$ cat config.mk
export PLATFORM = sky130hd
export DESIGN_NAME = vga_timing_gen
export DESIGN_NICKNAME = d
export VERILOG_FILES = /design/src/rtl/vga_timing_gen.sv
export SDC_FILE = /design/constraint.sdc
export NUM_CORES = 1
export LEC_CHECK = 0
export CAP_MARGIN = 40
export CORE_AREA = 5 5 77 79
export CTS_CLUSTER_DIAMETER = 100
export DETAILED_ROUTE_END_ITERATION = 8
export DIE_AREA = 0 0 82 84
export GPL_TIMING_DRIVEN = 1
export PLACE_DENSITY_LB_ADDON = 0.25
export RECOVER_POWER = 25
export SKIP_LAST_GASP = 1
export SLEW_MARGIN = 10
export SYNTH_ARGS = -nofsm -noshare
export SYNTH_HDL_FRONTEND = slang
export SYNTH_SLANG_ARGS = --single-unit
$ cat constraint.sdc
create_clock -name clk -period 4.7 [get_ports clk]
set_clock_uncertainty 0.2 [all_clocks]
set_input_delay 1.41 -clock clk [delete_from_list [all_inputs] [get_ports clk]]
set_output_delay 1.41 -clock clk [all_outputs]
set_load 0.005 [all_outputs]
$ cat src/rtl/vga_timing_gen.sv
// vga_timing_gen
//   Parametrised VGA raster timing generator. An internal divider turns clk
//   into a one-clk-wide pixel enable; on each enable the raster position
//   advances (active, front porch, sync, back porch) and every decoded output
//   is registered from the new position, so all outputs stay mutually aligned.
//
//   Optional feature: define VGA_FRAME_CNT_EN to add an 8-bit frame_count
//   output that counts end-of-frame wraps.
//
// Ports
//   clk          in   system clock
//   rst          in   asynchronous, active-high reset
//   p_tick       out  pixel enable (constant 1 when CLK_DIV = 1)
//   hsync        out  horizontal sync, active level H_POL
//   vsync        out  vertical sync, active level V_POL
//   video_on     out  high while the position is inside the active area
//   pixel_x      out  current column  [CW-1:0]
//   pixel_y      out  current line    [CW-1:0]
//   line_start   out  one-clk pulse when x loads 0
//   frame_start  out  one-clk pulse when (0,0) loads
//   frame_count  out  [7:0] frame wrap counter (VGA_FRAME_CNT_EN only)
module vga_timing_gen #(
  parameter int CLK_DIV  = 4,
  parameter int H_ACTIVE = 640,
  parameter int H_FP     = 16,
  parameter int H_SYNC   = 96,
  parameter int H_BP     = 48,
  parameter int V_ACTIVE = 480,
  parameter int V_FP     = 10,
  parameter int V_SYNC   = 2,
  parameter int V_BP     = 33,
  parameter int H_POL    = 0,
  parameter int V_POL    = 0,
  parameter int CW       = 10
) (
  input  logic          clk,
  input  logic          rst,
  output logic          p_tick,
  output logic          hsync,
  output logic          vsync,
  output logic          video_on,
  output logic [CW-1:0] pixel_x,
  output logic [CW-1:0] pixel_y,
  output logic          line_start,
  output logic          frame_start
`ifdef VGA_FRAME_CNT_EN
  ,
  output logic [7:0]    frame_count
`endif
);

  localparam int H_TOTAL = H_ACTIVE + H_FP + H_SYNC + H_BP;
  localparam int V_TOTAL = V_ACTIVE + V_FP + V_SYNC + V_BP;

  if (CLK_DIV < 1 || (1 << CW) < H_TOTAL || (1 << CW) < V_TOTAL) begin : g_param_check
    $error("vga_timing_gen: CLK_DIV must be >= 1 and 2^CW must cover H_TOTAL and V_TOTAL");
  end

  localparam logic [CW-1:0] H_LAST    = CW'(H_TOTAL - 1);
  localparam logic [CW-1:0] V_LAST    = CW'(V_TOTAL - 1);
  localparam logic [CW-1:0] H_ACT     = CW'(H_ACTIVE);
  localparam logic [CW-1:0] V_ACT     = CW'(V_ACTIVE);
  localparam logic [CW-1:0] H_SYNC_LO = CW'(H_ACTIVE + H_FP);
  localparam logic [CW-1:0] H_SYNC_HI = CW'(H_ACTIVE + H_FP + H_SYNC - 1);
  localparam logic [CW-1:0] V_SYNC_LO = CW'(V_ACTIVE + V_FP);
  localparam logic [CW-1:0] V_SYNC_HI = CW'(V_ACTIVE + V_FP + V_SYNC - 1);
  localparam logic          H_LVL     = (H_POL != 0);
  localparam logic          V_LVL     = (V_POL != 0);

  // Pixel enable divider
  if (CLK_DIV == 1) begin : g_nodiv
    assign p_tick = 1'b1;
  end else begin : g_div
    localparam int DW = $clog2(CLK_DIV);
    localparam logic [DW-1:0] DIV_LAST = DW'(CLK_DIV - 1);
    logic [DW-1:0] div_cnt;

    always_ff @(posedge clk or posedge rst) begin
      if (rst)                    div_cnt <= '0;
      else if (div_cnt == DIV_LAST) div_cnt <= '0;
      else                        div_cnt <= div_cnt + DW'(1);
    end

    assign p_tick = (div_cnt == DIV_LAST);
  end

  logic          started;
  logic [CW-1:0] next_x;
  logic [CW-1:0] next_y;

  // pixel_x/pixel_y double as the raster counters; the first enable after
  // reset only loads (0,0) so the origin is presented for a full pixel.
  always_comb begin
    next_x = '0;
    next_y = '0;
    if (started) begin
      next_y = pixel_y;
      if (pixel_x == H_LAST) begin
        next_x = '0;
        if (pixel_y == V_LAST) next_y = '0;
        else                   next_y = pixel_y + CW'(1);
      end else begin
        next_x = pixel_x + CW'(1);
      end
    end
  end

  always_ff @(posedge clk or posedge rst) begin
    if (rst) begin
      started     <= 1'b0;
      pixel_x     <= '0;
      pixel_y     <= '0;
      video_on    <= 1'b0;
      hsync       <= ~H_LVL;
      vsync       <= ~V_LVL;
      line_start  <= 1'b0;
      frame_start <= 1'b0;
    end else begin
      line_start  <= 1'b0;
      frame_start <= 1'b0;
      if (p_tick) begin
        started     <= 1'b1;
        pixel_x     <= next_x;
        pixel_y     <= next_y;
        video_on    <= (next_x < H_ACT) && (next_y < V_ACT);
        hsync       <= (next_x >= H_SYNC_LO && next_x <= H_SYNC_HI) ? H_LVL : ~H_LVL;
        vsync       <= (next_y >= V_SYNC_LO && next_y <= V_SYNC_HI) ? V_LVL : ~V_LVL;
        line_start  <= (next_x == '0);
        frame_start <= (next_x == '0) && (next_y == '0);
      end
    end
  end

`ifdef VGA_FRAME_CNT_EN
  // Counts real end-of-frame wraps only; the initial (0,0) load is excluded.
  logic frame_wrap;
  assign frame_wrap = started && (pixel_x == H_LAST) && (pixel_y == V_LAST);

  always_ff @(posedge clk or posedge rst) begin
    if (rst)                       frame_count <= '0;
    else if (p_tick && frame_wrap) frame_count <= frame_count + 8'd1;
  end
`endif

endmodule
* Yosys cells after proc, flatten, opt, wreduce, memory -nomap -nowiden
Index checks and enable logic that the tools add are counted.
Word-level totals: bits in registers 28, bits of input ports 2, word-level logic and storage cells 37
Operators by class: reductions and logical operators 6, magnitude comparators 6, add/sub/neg operators 3, eq/ne operators 3, mux-type cells 10
Operators by type and width (count):
- $mux W10 | 5
- $add A10 B1 Y10 const B | 2
- $eq A10 B10 Y1 const B | 2
- $logic_not A10 Y1 | 2
- $ge A10 B10 Y1 const B | 1
- $ge A10 B9 Y1 const B | 1
- $le A10 B10 Y1 const B | 1
- $le A10 B9 Y1 const B | 1
- $lt A10 B10 Y1 const B | 1
- $lt A10 B9 Y1 const B | 1
- $logic_and A1 B1 Y1 | 4
- $mux W1 | 4
- $add A2 B1 Y2 const B | 1
- $eq A2 B2 Y1 const B | 1
- $mux W2 | 1

* Longest topological paths before layout
Gate-level depths: netlist of run 1.
word-level depth 7, mapped depth 9, mapped depth without buffers 8

* Worst setup path before layout of run 1
OpenSTA, ideal clock, no wires.
path kind register -> register, from register pixel_x[0], to register pixel_y[9], stages on the path, launching flop included 9, data arrival time 2.173 ns, data required time 4.375 ns, path slack 2.202 ns, path buffers 1, path through dfrtp_1 ha_1 nand4_2 or3_1 buf_6 nor4_4 xnor2_1 nor2_1 mux2_2
On the way: longest elaborated chain between the ends 3
Ends and longest elaborated chain:
- from (decl) | line 42 | output logic [CW-1:0] pixel_x,
- from (signal assigned) | line 123 | pixel_x <= next_x;
- $eq A10 B10 Y1 | line 98 | if (pixel_x == H_LAST) begin
- $mux W10 | line 98
- $mux W10 | line 96 | if (started) begin
- to (signal assigned) | line 124 | pixel_y <= next_y;
- to (decl) | line 43 | output logic [CW-1:0] pixel_y,
Every way passes these cells. A chain may end at the register's enable or synchronous reset.

* Worst setup path in the final report of run 1
from register pixel_x[6], to output port pixel_x[6]
No word-level cell between the ends.

==> out/metrics.yaml, run 1 <==
timing:
  setup_violations: 0
  setup_tns_ns: 0
  worst_slew_pin_slew_ns: 1.30
  grt_setup_unrepaired: "no"
  final_max_slew_viol_count: 0
  fin_ws_ns: 1.62
  min_period_ns: 3.08
  max_clock_freq_mhz: 325
  fin_crit_sh_pct: 65.5
  slew_headroom_pct: 13.0
  hold_viol_final: 0
clock_tree:
  path_clk_slew_ns: 0.10
  post-cts-setup-buffer-count: 0
  clock_path_buffers: 2
  cts_root_buf: "clkbuf_8"
  clk-insertion-delay-late_ns: 0.28
  numCtsBuffers: 3
  post_cts_resized: 0
  cts_tree: "built"
  holdBufCountCts: 0
  cts_htree_levels: 1
  clock_sinks: 28
logic_synthesis:
  synth_fp_nets: 239
  syn-cell-area_um2: 2000
  yosysUniqueCellTypes: 58
  synth.yosys.warnings: 0
  seq_area_frac_synth_pct: 35.2
  synth.avg_cell_area_um2: 8.58
  synth_edf_count: 0
  syn_inst: 233
  synth-seq-cells: 28
  synthFlopType: "dfrtp_1"
  synthArstFlopShare_pct: 100
pwr:
  cellPowerDensity_nw_per_um2: 171
  power_leakage_nw: 0.856
  design_power_total_mw: 0.403
  ir_worst_vdd_v: 0.0000954
outcome:
  status: "finished, final reports clean"
place:
  pre_cts_ws_ns: 1.88
  io_buffers: 27
  hpwlAfterDp_um: 3560
  post-place-cells: 314
  placed_area_um2: 2300
  place.gp.congestion: 0.852
worst_setup_path:
  crit_start: "pixel_x[6]$_DFFE_PP0P_"
  path_cells: "clkdlybuf4s50_1"
  cp.depth: 1
  arrival_ns: 1.47
  worst-r2r-cell-count: 6
  worstSetupPathType: "reg2out"
  critPathCapture: "pixel_x[6]"
  r2r_end: "frame_start$_DFF_PP0_"
  required_ns: 3.09
  critPathMaxFanout: 13
  start_kind: "flop"
  slowest_delay_ns: 0.61
  slowest_stage: "dfrtp_1"
  crit_family: "flip-flops"
  r2r-start: "g_div.div_cnt[0]$_DFF_PP0_"
  rrSetupSlack_ns: 1.81
  end_kind: "output port"
  critPathBufInv: 1
finish:
  final_common_cell: "nand2_1"
  area_growth_syn_to_layout_pct: 17.7
  final_area_um2: 2350
  final_nets: 253
  layout-drive-gt1-share_pct: 9.76
  n_antenna_cell: 0
  final_cells: 318
  final_cell_mix: "nand2_1, dfrtp_1, clkdlybuf4s50_1"
  fillers: 550
die:
  core_area_um2: 5270
  start_util_pct: 37.9
  dieWidth_um: 82
  die_h_um: 84
  ios: 28
  dieArea_um2: 6890
  placementRows: 27
route:
  ant_nets: 0
  first_pass_iters: 4
  drc: 0
  wl_um: 4980
  vias: 1798
  viasPerCell: 5.65
  dr.first_iter.drc_count: 183
  wire_per_inst_um: 15.7
global_routing:
  antenna_found_initial: 0
  grt_pass1_wl_um: 8590
  grt_use_total_pct: 15.5
  gr-total-overflow: 0
  grt_max_degree: 30
  first_global_vias: 1682
worst_hold_path:
  hp-class: "reg2reg"
  hold_depth: 1
  hp-start: "g_div.div_cnt[0]$_DFF_PP0_"
flow_run:
  drv_cap: 0
[registers in the layout (all words and copies together) (netlist names)]
name and cells:
frame_start 1, started 1, line_start 1, g_div.div_cnt 2
pixel_x 10, vsync 1, pixel_y 10, video_on 1
hsync 1
[logic make-up after synthesis]
| logic type | Yosys count | synth area share (%) |
|---|---|---|
| flops | 28 | 35.2 |
| mux | 8 | 4.38 |
| compound gates | 63 | 21.6 |
| xor+xnor | 9 | 3.94 |
| simple gates | 90 | 25.7 |
| fa+ha+maj | 4 | 2.50 |
| buf+inv | 31 | 6.70 |
[area by class of cell]
type                       count  area (um^2)  share of cell area (%)
clock buffer                   4         55.1                    2.34
inverter                      11         41.3                    1.75
multi-input combinational    174         1160                    49.4
sequential                    28          703                    29.9
tap                           72         90.1                    3.83
timing repair buffer          29          302                    12.8
[metal layers]
layer  vias to the layer above  track usage [%]  share of wire (%)
li1                        887                -                  -
met1                       863             24.5                 48
met2                        46             22.3                 46
met3                         2             1.30                5.1
met4                         0             3.63               0.62
met5                         -                0                  0
[where the power goes]
group	internal, mW	total (mW)	leakage [nW]	switching (mW)
Combinational	0.00291	0.00819	0.473	0.00529
Clock	0.0751	0.154	0.0288	0.0785
Sequential	0.241	0.241	0.354	0
[how the worst min path moves through the flow]
| stage | endpoint | slack [ns] |
|---|---|---|
| 2_1_floorplan | g_div.div_cnt[0]$_DFF_PP0_ | 0.20 |
| 3_5_place_dp | g_div.div_cnt[0]$_DFF_PP0_ | 0.23 |
| 4_1_cts | g_div.div_cnt[0]$_DFF_PP0_ | 0.24 |
| 5_1_grt | g_div.div_cnt[0]$_DFF_PP0_ | 0.25 |
| 3_3_place_gp | g_div.div_cnt[0]$_DFF_PP0_ | 0.22 |
| 6_report | g_div.div_cnt[0]$_DFF_PP0_ | 0.24 |
[cells in the mapped netlist, types with 2 or more instances]
master      n  area [um^2]
buf_2       5         25.0
o211ai_1    2         15.0
nor2_1     15         56.3
clkbuf_1   12         45.0
xnor2_1     7         61.3
and4_1      2         17.5
a22oi_1     2         15.0
nor2b_1     2         12.5
nor3_2      3         30.0
and3_1      2         12.5
xor2_1      2         17.5
o31ai_1     9         67.6
a21o_1      2         15.0
mux2i_1     2         20.0
nand2_1    30          113
dfstp_2     2         52.6
inv_1      10         37.5
or4_1       2         15.0
a21oi_1     6         30.0
a31oi_1     9         56.3
dfrtp_1    26          651
nor4_4      2         42.5
o41ai_1     3         26.3
ha_1        4         50.1
o2bb2ai_1   2         17.5
mux2_2      6         67.6
nor3_1      3         15.0
nand4_1     5         31.3
nand3_1    12         60.1
o21ai_0    16         80.1
[metrics by stage]
stage / util, % / hold slack (ns)
after CTS: 44.7 / 0.241
after global routing: 44.7 / 0.248
after floorplan: - / 0.203
after detailed placement: 43.7 / 0.232
after global placement: 43.2 / 0.220
final: 44.7 / 0.235
No activity file was read; power rests on OpenSTA's default activity.
==> inputs of run 2 (changes only) <==
==> constraint.sdc (replaced) <==
create_clock -name clk -period 3.11 [get_ports clk]
set_clock_uncertainty 0.2 [all_clocks]
set_input_delay 0.933 -clock clk [delete_from_list [all_inputs] [get_ports clk]]
set_output_delay 0.933 -clock clk [all_outputs]
set_load 0.005 [all_outputs]
==> run 2 against run 1 <==
  * Routed wire length increased by 3.4%
  * Sequential share of layout area decreased by 0.61 points
  * Final area is 2.1% higher
  * Hold slack gained 0.0044 ns
  * Highest routed layer unchanged
  * Cell count grew 2.2%
  * Critical path type is now reg2reg
  * The run now ends with max-capacitance violations, max-slew violations left
  * Setup slack lost 1.3 ns
  * Register-to-register slack got worse by 1.5 ns
  * Die area unchanged
  * Global-route usage rose by 0.37 points
  * Power grew 66%
  * Core utilization is 0.93 points higher
  * Count of clock-buffer cells in the layout is 1 lower
==> out/metrics.yaml, run 2 (synthesized netlist as in run 1, its figures left out) <==
clock_tree:
  path_clk_slew_ns: 0.10  # about the same
  holdBufCountCts: 0  # unchanged
  clock_sinks: 28  # unchanged
  cts_htree_levels: 1  # unchanged
  numCtsBuffers: 3  # unchanged
  clock_path_buffers: 2  # unchanged
  clk-insertion-delay-late_ns: 0.28  # about the same
  post-cts-setup-buffer-count: 0  # unchanged
  cts_root_buf: "clkbuf_8"
  post_cts_resized: 0  # unchanged
  cts_tree: "built"
worst_setup_path:
  end_kind: "flop"
  crit_start: "pixel_x[0]$_DFFE_PP0P_"
  worst-r2r-cell-count: 7  # +1
  r2r-start: "pixel_x[0]$_DFFE_PP0P_"
  arrival_ns: 2.83  # +1.36 ns
  rrSetupSlack_ns: 0.28  # -1.53 ns
  r2r_end: "vsync$_DFFE_PP1P_"
  required_ns: 3.11  # +0.02 ns
  start_kind: "flop"
  worstSetupPathType: "reg2reg"
  slowest_delay_ns: 0.63  # +0.02 ns
  critPathMaxFanout: 10  # -3
  slowest_stage: "or3_1"
  critPathCapture: "vsync$_DFFE_PP1P_"
  path_cells: "ha_1 -> nand4_2 -> or3_1 -> nor4_4 -> xnor2_1 -> nor4b_1 -> a31oi_1"
finish:
  layout-drive-gt1-share_pct: 12.3  # +2.5 points
  final_cells: 325  # +2.2%
  area_growth_syn_to_layout_pct: 20.1
  n_antenna_cell: 0  # unchanged
  final_nets: 260  # +2.8%
  final_common_cell: "nand2_1"
  final_cell_mix: "nand2_1, clkdlybuf4s50_1, dfrtp_1"
  top_regs: "pixel_x (10), pixel_y (10), g_div.div_cnt (2)"
die:
  placementRows: 27  # unchanged
  die_h_um: 84  # unchanged
  ios: 28  # unchanged
  dieWidth_um: 82  # unchanged
  core_area_um2: 5270  # unchanged
  dieArea_um2: 6890  # unchanged
  start_util_pct: 37.9  # unchanged
worst_hold_path:
  hp-class: "reg2reg"
global_routing:
  grt_use_total_pct: 15.9  # +0.37 points
  grt_pass1_wl_um: 8730  # +1.6%
  first_global_vias: 1714  # +1.9%
  antenna_found_initial: 0  # unchanged
  grt_max_degree: 30  # unchanged
  gr-total-overflow: 0  # unchanged
timing:
  finalHoldWorstSlack_ns: 0.240  # +0.00437 ns
  max_clock_freq_mhz: 354
  hold_viol_final: 0  # unchanged
  final_max_slew_viol_count: 29  # +29
  setup_tns_ns: 0  # unchanged
  slew_headroom_pct: -0.775  # -14 points
  setup_violations: 0  # unchanged
  fin_crit_sh_pct: 91.0
  worst_slew_pin_slew_ns: 1.51  # +0.207 ns
  grt_setup_unrepaired: "no"
  min_period_ns: 2.83
flow_run:
  drv_cap: 1  # +1
route:
  drc: 0  # unchanged
  viasPerCell: 5.83  # +3.1%
  dr.first_iter.drc_count: 138  # -25%
  wire_per_inst_um: 15.9  # +1.2%
  first_pass_iters: 5  # +1
  wl_um: 5150  # +3.4%
  vias: 1895  # +5.4%
  ant_nets: 0  # unchanged
pwr:
  cellPowerDensity_nw_per_um2: 278  # +63%
  swShare_pct: 19.5  # -1.3 points
  power_frac_comb_pct: 1.3  # -0.7 points
  power_leakage_nw: 0.892  # +4.2%
  p_clk_share_pct: 44.3  # +6.1 points
  ir_worst_vdd_v: 0.000137  # +44%
  internal_power_mw: 0.538  # +69%
  switchingPower_mw: 0.130  # +55%
  power_frac_seq_pct: 54.5  # -5.3 points
place:
  io_buffers: 27  # unchanged
  post-place-cells: 321  # +2.2%
  hpwlAfterDp_um: 3570  # +0.25%
  place.gp.congestion: 0.897  # +5.2%
outcome:
  status: "finished with violations"
  violations: "max-capacitance violations, max-slew violations"
==> run 2: cell count changes in the layout (fill, tap and decap cells not counted), sizes merged <==
cell,delta
buf,+7
bufinv,+1
clkbuf,-1
clkdlybuf4s50,+1
dlygate4sd3,-1
==> run 2: power groups by stage <==
stage	clock, mW	combinational (mW)	sequential [mW]
after floorplan	0	0.00537	0.371
after global placement	0	0.0101	0.371
after detailed placement	0	0.0101	0.371
after CTS	0.312	0.0101	0.364
after global routing	0.323	0.0110	0.364
final	0.296	0.00853	0.364
==> run 2: how the worst min path moves through the flow <==
stage          slack (ns)  depth (start not counted)                          to                        from
6_report             0.24                          1  g_div.div_cnt[0]$_DFF_PP0_  g_div.div_cnt[0]$_DFF_PP0_
5_1_grt              0.26                          1  g_div.div_cnt[0]$_DFF_PP0_  g_div.div_cnt[0]$_DFF_PP0_
4_1_cts              0.24                          1  g_div.div_cnt[0]$_DFF_PP0_  g_div.div_cnt[0]$_DFF_PP0_
3_5_place_dp         0.23                          1  g_div.div_cnt[0]$_DFF_PP0_  g_div.div_cnt[0]$_DFF_PP0_
3_3_place_gp         0.22                          1  g_div.div_cnt[0]$_DFF_PP0_  g_div.div_cnt[0]$_DFF_PP0_
2_1_floorplan        0.20                          1  g_div.div_cnt[0]$_DFF_PP0_  g_div.div_cnt[0]$_DFF_PP0_
==> run 2: layout make-up <==
type                    instances  area [um^2]
flip-flops and latches         28          703
clock inverters                 1         30.0
inverters                      11         41.3
multi-input cells             174         1160
fillers                       541         2870
repair buffers                 36          334
well taps                      72         90.1
clock buffers                   3         41.3
==> run 2: worst max-delay path, delay by kind of cell (launching register included) <==
family / cells / cell delay [ns]
adder cells (fa/ha/maj): 1 / 0.33
AO/OA/AOI/OAI: 1 / 0.12
flip-flops: 1 / 0.45
XOR/XNOR: 1 / 0.17
AND/OR/NAND/NOR: 4 / 1.48
==> run 2: through the flow <==
stage | setup WS, ns | cell area (um^2) | total power, mW | util (%)
2_1_floorplan | 0.612 | 2000 | 0.376 | -
3_3_place_gp | 0.387 | 2330 | 0.381 | 44.3
3_5_place_dp | 0.321 | 2330 | 0.381 | 44.3
4_1_cts | 0.282 | 2410 | 0.686 | 45.7
5_1_grt | 0.0954 | 2400 | 0.698 | 45.6
6_report | 0.281 | 2400 | 0.668 | 45.6
==> run 2: per-layer routing <==
metal / GRT usage, % / part of all wire, %
met1: 24.1 / 47
met2: 22.8 / 45
met3: 1.73 / 6.2
met4: 5.59 / 1.5
met5: 0 / 0
==> inputs of run 3 (changes only) <==
--- a/config.mk
+++ b/config.mk
@@ -5,7 +5,7 @@
 export SDC_FILE = /design/constraint.sdc
 export NUM_CORES = 1
 export LEC_CHECK = 0
-export CAP_MARGIN = 40
+export CAP_MARGIN = 15
 export CORE_AREA = 5 5 77 79
 export CTS_CLUSTER_DIAMETER = 100
 export DETAILED_ROUTE_END_ITERATION = 8
==> constraint.sdc (replaced) <==
create_clock -name clk -period 2.31 [get_ports clk]
set_clock_uncertainty 0.2 [all_clocks]
set_input_delay 0.693 -clock clk [delete_from_list [all_inputs] [get_ports clk]]
set_output_delay 0.693 -clock clk [all_outputs]
set_load 0.005 [all_outputs]
==> run 3 against run 2 <==
  * The flow now finishes without violations
  * Final area is 14% higher
  * Sequential share of layout area decreased by 3.4 points
  * Power increased by 34%
  * Setup slack lost 0.27 ns
  * Critical path type unchanged
  * Critical endpoint is now frame_start$_DFF_PP0_
  * Largest power group unchanged
  * Highest routed layer unchanged
==> out/metrics.yaml, run 3 (synthesized netlist as in run 1, its figures left out) <==
route:
  vias: 2028  # +7.0%
  dr.first_iter.drc_count: 185  # +34%
  drc: 0  # unchanged
  ant_nets: 0  # unchanged
  wl_um: 5860  # +14%
  wire_per_inst_um: 16.5  # +3.8%
  first_pass_iters: 5  # unchanged
  viasPerCell: 5.70  # -2.3%
worst_setup_path:
  arrival_ns: 2.33  # -0.50 ns
  worstSetupPathType: "reg2reg"
  start_kind: "flop"
  slowest_stage: "or3_4"
  end_kind: "flop"
  slowest_delay_ns: 0.46  # -0.17 ns
  critPathMaxFanout: 6  # -4
  required_ns: 2.34  # -0.77 ns
  path_cells: "ha_4 -> nand4_4 -> or3_4 -> buf_6 -> a211oi_1 -> a311o_1 -> nand4b_1 -> and4bb_1"
finish:
  fillers: 509  # -5.9%
  final_util_pct: 52.0  # +6.5 points
  area_growth_syn_to_layout_pct: 37.2
  final_cell_mix: "buf_4, nand2_1, clkdlybuf4s50_1"
  layout-drive-gt1-share_pct: 27.5  # +15 points
  final_nets: 291  # +12%
  multi_input_area_um2: 1250  # +7.8%
  top_regs: "pixel_x (10), pixel_y (10), g_div.div_cnt (2)"
  final_common_cell: "buf_4"
  n_antenna_cell: 0  # unchanged
  regArea_um2: 709  # +0.89%
global_routing:
  grt_use_total_pct: 17.3  # +1.5 points
  antenna_found_initial: 0  # unchanged
  first_global_vias: 1948  # +14%
  gr-total-overflow: 0  # unchanged
  grt_pass1_wl_um: 9580  # +9.7%
  grt_max_degree: 30  # unchanged
timing:
  slew_headroom_pct: 50.0  # +51 points
  fin_ws_ns: 0.0116  # -0.270 ns
  fin_crit_sh_pct: 99.5  # +8.5 points
  setup_violations: 0  # unchanged
  min_period_ns: 2.30  # -0.530 ns
  max_clock_freq_mhz: 435  # +23%
  hold_viol_final: 0  # unchanged
  grt_setup_unrepaired: "yes"
  final_max_slew_viol_count: 0  # -100%
  worst_slew_pin_slew_ns: 0.750  # -0.762 ns
clock_tree:
  cts_htree_levels: 1  # unchanged
  path_clk_slew_ns: 0.10  # about the same
  numCtsBuffers: 3  # unchanged
  holdBufCountCts: 0  # unchanged
  clock_sinks: 28  # unchanged
  clk-insertion-delay-late_ns: 0.28  # about the same
  clock_path_buffers: 2  # unchanged
  cts_root_buf: "clkbuf_8"
  cts_tree: "built"
place:
  io_buffers: 27  # unchanged
  pre_cts_ws_ns: -0.00849  # -0.329 ns
  place.gp.congestion: 0.894  # -0.33%
  hpwlAfterDp_um: 4080  # +14%
die:
  die_h_um: 84  # unchanged
  dieArea_um2: 6890  # unchanged
  start_util_pct: 37.9  # unchanged
  placementRows: 27  # unchanged
  core_area_um2: 5270  # unchanged
  ios: 28  # unchanged
  dieWidth_um: 82  # unchanged
pwr:
  cellPowerDensity_nw_per_um2: 327  # +18%
  power_leakage_nw: 1.13  # +26%
  ir_worst_vdd_v: 0.000204  # +49%
flow_run:
  drv_cap: 0  # -1
outcome:
  status: "finished, final reports clean"
worst_hold_path:
  hp-class: "reg2reg"
[run 3: through the flow]
stage               power (mW)  std cells  hold WS (ns)  setup TNS (ns)  instance area (um^2)
floorplan                0.507        233         0.203               0                  2030
global placement         0.513        349         0.222               0                  2580
detailed placement       0.513        349         0.228         -0.0154                  2580
CTS                      0.911        353         0.243               0                  2660
global route             0.934        356         0.266          -0.214                  2740
finish                   0.898        356         0.239               0                  2740
[run 3: layer usage]
layer | up-vias | routed length [um] | global-route usage, %
met5 | - | 0 | 0
met4 | 0 | 96 | 6.19
met3 | 10 | 354 | 2.38
met2 | 84 | 2730 | 26.2
met1 | 980 | 2680 | 24.8
li1 | 954 | - | -
[run 3: power by group]
group          switching (mW)  internal [mW]  leakage (nW)  total (mW)
clock                   0.164          0.232        0.0357       0.396
combinational          0.0103        0.00179         0.741      0.0121
sequential                  0          0.490         0.350       0.490
total                   0.174          0.724          1.13       0.898
[run 3: layout make-up]
cell class                 instances  share of cell area, %
multi-input combinational        174                   45.7
timing repair buffer              67                   21.1
clock inverter                     1                   1.09
inverter                          11                   1.51
clock buffer                       3                   1.51
tap                               72                   3.28
sequential                        28                   25.9
[run 3: final timing paths]
path	start	to	slack [ns]	cells after the start
max	pixel_x[0]$_DFFE_PP0P_	frame_start$_DFF_PP0_	0.01	8
min	g_div.div_cnt[0]$_DFF_PP0_	g_div.div_cnt[0]$_DFF_PP0_	0.24	1
max reg2reg	pixel_x[0]$_DFFE_PP0P_	frame_start$_DFF_PP0_	0.01	8
min reg2reg	g_div.div_cnt[0]$_DFF_PP0_	g_div.div_cnt[0]$_DFF_PP0_	0.24	1
max in group asynchronous	rst	pixel_x[3]$_DFFE_PP0P_	0.54	3
min in group asynchronous	rst	frame_start$_DFF_PP0_	0.85	3
[run 3: critical path: cells and delay by family (launching register included)]
kind | cells | cell delay [ns]
AO/OA/AOI/OAI | 2 | 0.41
adder cells (fa/ha/maj) | 1 | 0.16
buffers and inverters | 1 | 0.16
flip-flops | 1 | 0.41
AND/OR/NAND/NOR | 4 | 0.91
[run 3: timing repair]
item                       in CTS  in global routing
resized for setup               4                 12
setup buffers                   0                  3
setup endpoints to repair       6                 11
pin swaps                       0                 10
